--- src/rtl/cmd_completer.sv ---
// rtl/cmd_completer.sv - command tag allocator, engine issue register and completion responder
module cmd_completer #(
    parameter int CLUSTER_ID_WIDTH = 16,
    parameter int CORE_ID_WIDTH    = 16,
    parameter int LOCAL_ID_WIDTH   = 2,
    parameter int PAYLOAD_WIDTH    = 64,
    parameter int NUM_INFLIGHT     = 8,
    localparam int TAG_W           = $clog2(NUM_INFLIGHT),
    localparam int CNT_W           = $clog2(NUM_INFLIGHT + 1)
) (
    input  logic                        clk_i,
    input  logic                        rst_ni,
    input  logic                        cmd_valid_i,
    output logic                        cmd_ready_o,
    input  logic [CLUSTER_ID_WIDTH-1:0] cmd_cluster_id_i,
    input  logic [CORE_ID_WIDTH-1:0]    cmd_core_id_i,
    input  logic [LOCAL_ID_WIDTH-1:0]   cmd_local_id_i,
    input  logic [PAYLOAD_WIDTH-1:0]    cmd_payload_i,
    output logic                        eng_valid_o,
    input  logic                        eng_ready_i,
    output logic [TAG_W-1:0]            eng_tag_o,
    output logic [PAYLOAD_WIDTH-1:0]    eng_payload_o,
    input  logic                        eng_done_valid_i,
    input  logic [TAG_W-1:0]            eng_done_tag_i,
    output logic                        cmd_resp_valid_o,
    output logic [CLUSTER_ID_WIDTH-1:0] cmd_resp_cluster_id_o,
    output logic [CORE_ID_WIDTH-1:0]    cmd_resp_core_id_o,
    output logic [LOCAL_ID_WIDTH-1:0]   cmd_resp_local_id_o,
    output logic [CNT_W-1:0]            inflight_o,
    output logic                        idle_o,
    output logic                        err_o
);

    logic [NUM_INFLIGHT-1:0]     busy;
    logic [NUM_INFLIGHT-1:0]     issued;
    logic [CLUSTER_ID_WIDTH-1:0] cluster_mem [NUM_INFLIGHT];
    logic [CORE_ID_WIDTH-1:0]    core_mem    [NUM_INFLIGHT];
    logic [LOCAL_ID_WIDTH-1:0]   local_mem   [NUM_INFLIGHT];

    logic [TAG_W-1:0] free_tag;
    logic             any_free;
    logic             alloc;
    logic             issue_hs;
    logic             done_ok;
    logic             done_bad;

    // Lowest free tag and handshake qualifiers; a done only counts once its tag has left the issue register
    always_comb begin
        free_tag = '0;
        for (int i = NUM_INFLIGHT - 1; i >= 0; i--) begin
            if (!busy[i]) begin
                free_tag = TAG_W'(i);
            end
        end
        any_free    = ~&busy;
        cmd_ready_o = any_free && (!eng_valid_o || eng_ready_i);
        alloc       = cmd_valid_i && cmd_ready_o;
        issue_hs    = eng_valid_o && eng_ready_i;
        done_ok     = eng_done_valid_i && busy[eng_done_tag_i] && issued[eng_done_tag_i];
        done_bad    = eng_done_valid_i && !done_ok;
        idle_o      = (inflight_o == '0) && !eng_valid_o;
    end

    // Per-tag busy/issued bookkeeping; alloc, issue and done always target distinct tags
    always_ff @(posedge clk_i) begin
        if (!rst_ni) begin
            busy   <= '0;
            issued <= '0;
        end else begin
            if (done_ok) begin
                busy[eng_done_tag_i]   <= 1'b0;
                issued[eng_done_tag_i] <= 1'b0;
            end
            if (issue_hs) begin
                issued[eng_tag_o] <= 1'b1;
            end
            if (alloc) begin
                busy[free_tag]   <= 1'b1;
                issued[free_tag] <= 1'b0;
            end
        end
    end

    // Requester IDs captured at allocation; contents only matter while the tag is busy
    always_ff @(posedge clk_i) begin
        if (alloc) begin
            cluster_mem[free_tag] <= cmd_cluster_id_i;
            core_mem[free_tag]    <= cmd_core_id_i;
            local_mem[free_tag]   <= cmd_local_id_i;
        end
    end

    // Issue register toward the engine, reloaded directly on back-to-back accepts
    always_ff @(posedge clk_i) begin
        if (!rst_ni) begin
            eng_valid_o   <= 1'b0;
            eng_tag_o     <= '0;
            eng_payload_o <= '0;
        end else if (alloc) begin
            eng_valid_o   <= 1'b1;
            eng_tag_o     <= free_tag;
            eng_payload_o <= cmd_payload_i;
        end else if (issue_hs) begin
            eng_valid_o <= 1'b0;
        end
    end

    // One-cycle completion broadcast with IDs zeroed when idle
    always_ff @(posedge clk_i) begin
        if (!rst_ni) begin
            cmd_resp_valid_o      <= 1'b0;
            cmd_resp_cluster_id_o <= '0;
            cmd_resp_core_id_o    <= '0;
            cmd_resp_local_id_o   <= '0;
        end else begin
            cmd_resp_valid_o      <= done_ok;
            cmd_resp_cluster_id_o <= done_ok ? cluster_mem[eng_done_tag_i] : '0;
            cmd_resp_core_id_o    <= done_ok ? core_mem[eng_done_tag_i]    : '0;
            cmd_resp_local_id_o   <= done_ok ? local_mem[eng_done_tag_i]   : '0;
        end
    end

    // Busy-tag counter and sticky protocol error flag
    always_ff @(posedge clk_i) begin
        if (!rst_ni) begin
            inflight_o <= '0;
            err_o      <= 1'b0;
        end else begin
            inflight_o <= inflight_o + CNT_W'(alloc) - CNT_W'(done_ok);
            err_o      <= err_o | done_bad;
        end
    end

endmodule

--- config.mk ---
export PLATFORM = sky130hd
export DESIGN_NAME = cmd_completer
export DESIGN_NICKNAME = d
export VERILOG_FILES = /design/src/rtl/cmd_completer.sv
export SDC_FILE = /design/constraint.sdc
export NUM_CORES = 1
export LEC_CHECK = 0
export ABC_AREA = 1
export ABC_CLOCK_PERIOD_IN_PS = 2500
export CAP_MARGIN = 15
export CORE_ASPECT_RATIO = 1.2
export CORE_MARGIN = 2
export CORE_UTILIZATION = 48
export CTS_CLUSTER_SIZE = 40
export DETAILED_ROUTE_END_ITERATION = 6
export PLACE_DENSITY = 0.75
export SYNTH_ARGS = -nofsm -noshare
export SYNTH_HDL_FRONTEND = slang
export SYNTH_SLANG_ARGS = --single-unit
--- constraint.sdc ---
create_clock -name clk_i -period 2.5 [get_ports clk_i]
set_clock_uncertainty 0.15 [all_clocks]
set_input_delay 0.5 -clock clk_i [delete_from_list [all_inputs] [get_ports clk_i]]
set_output_delay 0.5 -clock clk_i [all_outputs]
set_load 0.01 [all_outputs]
==> flow_metrics.tcl <==
set metrics [dict create \
    min_period_ps 2350 \
    crit_type "flop to output pin" \
    synth_most_common_cell "nand2_1" \
    fmax_mhz 426 \
    numPortBuffers 215 \
    dp_slack_ps -597 \
    maxSlewHeadroom_pct 62.0 \
    numCtsBuffers 38 \
    wl_um 34500 \
    required_ps 1850 \
    hold_viol 0 \
    ys_ff_latch 396 \
    status "completed" \
    final_cells 1870 \
    area_growth_pct 31.4 \
    grt_pass1_vias 10100 \
    synth_nets 1289 \
    synth_cell_types 36 \
    root_buffer "clkbuf_16" \
    htreeDepth 2 \
    max_cap_violations 0 \
    tightestPinTransition_ps 571 \
    slew_violations 0 \
    row_count 69 \
    yosysWarnings 0 \
    setup_viol 0 \
    power.internal_w 0.0109 \
    cts_tree "yes" \
    grt-ovfl-total 0 \
    die_w_um 162 \
    fin_crit_sh_pct 94.0 \
    vias 9943 \
    clk_latency_ps 530 \
    fillers 2198 \
    syn_inst 1177 \
    nets 1562 \
    synth_top_area_share_pct 56.9 \
    rsz0062_at_grt "no" \
    drc 0 \
    synth_commonest_cells "378 x nand2_1, 272 x edfxtp_1, 124 x dfxtp_1" \
    p_sw_w 0.00302 \
    grt_use_total_pct 22.1 \
    end_kind "output pin" \
    async_flop_share_pct 0 \
    drive_gt1_share_pct 11.0 \
    synth_area_leaders "edfxtp_1 57%, dfxtp_1 17%, nand2_1 9.9%" \
    power.density_nw_per_um2 739 \
    cp_common_cell "nand2_1" \
    p_leak_nw 6.76 \
    syn_area_um2 14400 \
    cpPeakStageDelay_ps 380 \
    hold_path.class "flop to flop" \
    wl_per_cell_um 18.5 \
    avgSynthCellArea_um2 12.2 \
    crit_fanout 4 \
    comb_power_share_pct 7.7 \
    dieArea_um2 31300 \
    postCtsSetupBuffers 0 \
    synth_ff_type "edfxtp_1" \
    clk_path_buf_depth 3 \
    critPathArrivalTime_ps 1700 \
    ant_nets 0 \
    pwr-share-seq_pct 51.9 \
    fin_total_pwr_w 0.0139 \
    critPathLaunchType "flop" \
    fin_util_pct 63.9 \
    start_util_pct 48.6 \
    clkTransAtPathRegs_ps 60 \
    ioPinCount 216 \
    place_hpwl_um 21400 \
    gp_congestion 0.894 \
    switching_share_pct 21.7 \
    antenna_found_initial 2 \
    clockPowerShare_pct 40.4 \
    grt_max_degree 62 \
    cts.sinks 396 \
    dr.pass1.iters 5 \
    viasPerCell 5.32 \
    dpl.cell_count 1800 \
    vdd_drop_max_v 0.000538 \
    tns_ps 0 \
    drtIter0Drc 647 \
    crit_chain "nand2_1 > nor2_1 > nand2_1 > nand2_1 > inv_2 > dlygate4sd2_1" \
    core_um2 29500 \
    crit_slowest_cell "dfxtp_1" \
    grt_pass1_wl_um 54100 \
    die_h_um 193 \
    layout_setup_ws_ps 150 \
    synth_top_cell_by_area "edfxtp_1" \
    synth_edf_count 272 \
    ys_seq_area_share_pct 74.2 \
]
==> metal layers <==
layer	wire [um]	vias to the layer above	track usage (%)
li1	-	4665	-
met1	13300	4777	26.8
met2	17600	429	38.8
met3	2770	70	5.17
met4	903	2	7.31
met5	13	-	0
==> layout by cell type (no fill, tap or decap), types with 3 or more instances in the layout <==
cell and count:
a211oi_1 10, a21oi_1 107, a21oi_2 10, a22o_1 16, a22oi_1 35, buf_12 23, buf_4 49, clkbuf_1 15
clkbuf_16 39, clkbuf_8 4, clkdlybuf4s50_1 210, clkinv_1 3, clkinv_2 3, dfxtp_1 124, dlygate4sd2_1 3, edfxtp_1 272
ha_1 3, inv_1 35, inv_2 8, nand2_1 375, nand2_4 3, nand3_1 31, nand4_1 24, nor2_1 33
nor2_2 4, o21a_1 5, o21ai_0 3
==> power by group through the flow <==
| stage | clock [W] | combinational (W) | sequential [W] |
|---|---|---|---|
| 6_report | 0.00563 | 0.00108 | 0.00723 |
| 5_1_grt | 0.00595 | 0.00117 | 0.00724 |
| 3_3_place_gp | 0 | 0.00106 | 0.00736 |
| 3_5_place_dp | 0 | 0.00108 | 0.00737 |
| 2_1_floorplan | 0 | 0.000422 | 0.00740 |
| 4_1_cts | 0.00569 | 0.00109 | 0.00723 |
==> registers in the layout, summed over array words and instances, names as in the netlist, 3 cells and up <==
name,count
cluster_mem,128
core_mem,128
eng_payload_o,64
cmd_resp_cluster_id_o,16
cmd_resp_core_id_o,16
local_mem,16
busy,8
issued,8
inflight_o,4
eng_tag_o,3
==> worst paths after layout <==
path,to,slack [ps],cells past startpoint,from
worst min register to register,eng_payload_o[24]$_SDFFE_PN0N_,310,2,eng_payload_o[24]$_SDFFE_PN0N_
worst max-delay path,cmd_ready_o,150,6,busy[1]$_SDFF_PN0_
worst min-delay path,eng_payload_o[24]$_SDFFE_PN0N_,310,2,eng_payload_o[24]$_SDFFE_PN0N_
worst max register to register,inflight_o[3]$_SDFF_PN0_,310,15,issued[4]$_SDFF_PN0_
==> cell type report <==
cell class                      count  area [um2]  area share [%]
Sequential cell                   396       10700            56.4
Clock inverter                     11         125           0.663
Tap cell                          390         488            2.59
Clock buffer                       58        1090            5.76
Inverter                           44         165           0.875
Antenna cell                        1        2.50          0.0133
Multi-Input combinational cell    683        3370            17.8
Timing Repair Buffer              287        2980            15.8
==> worst max-delay path: cells and delay by family, from the launching register on <==
family,cells,cell delay [ps]
buffers and inverters,2,330
DFF,1,380
and+or+nand+nor,4,460
==> kinds of logic (layout without fill, tap and decap cells) <==
kind of cell	count (synthesis)	in the layout	synth area share, %
xor gates and xnor gates	1	1	0.0610
and+or+nand+nor	486	486	14.1
DFF	396	396	74.2
adders and majority gates	6	6	0.575
AOI/OAI and AO/OA	190	190	8.24
other	0	1	0
buffers and inverters	98	400	2.87
==> per-stage QoR <==
step	hold WS, ps	area [um2]
final	314	18900
after detailed placement	307	17700
after global routing	330	18900
after floorplan	280	14400
after CTS	314	18900
after global placement	298	17700
==> what timing repair did <==
item	4_1_cts	5_1_grt
resized for setup	3	2
hold buffers	0	0
endpoints found under the setup margin	3	4
endpoints found under the hold margin	0	0
(Power assumes the default switching activity.)
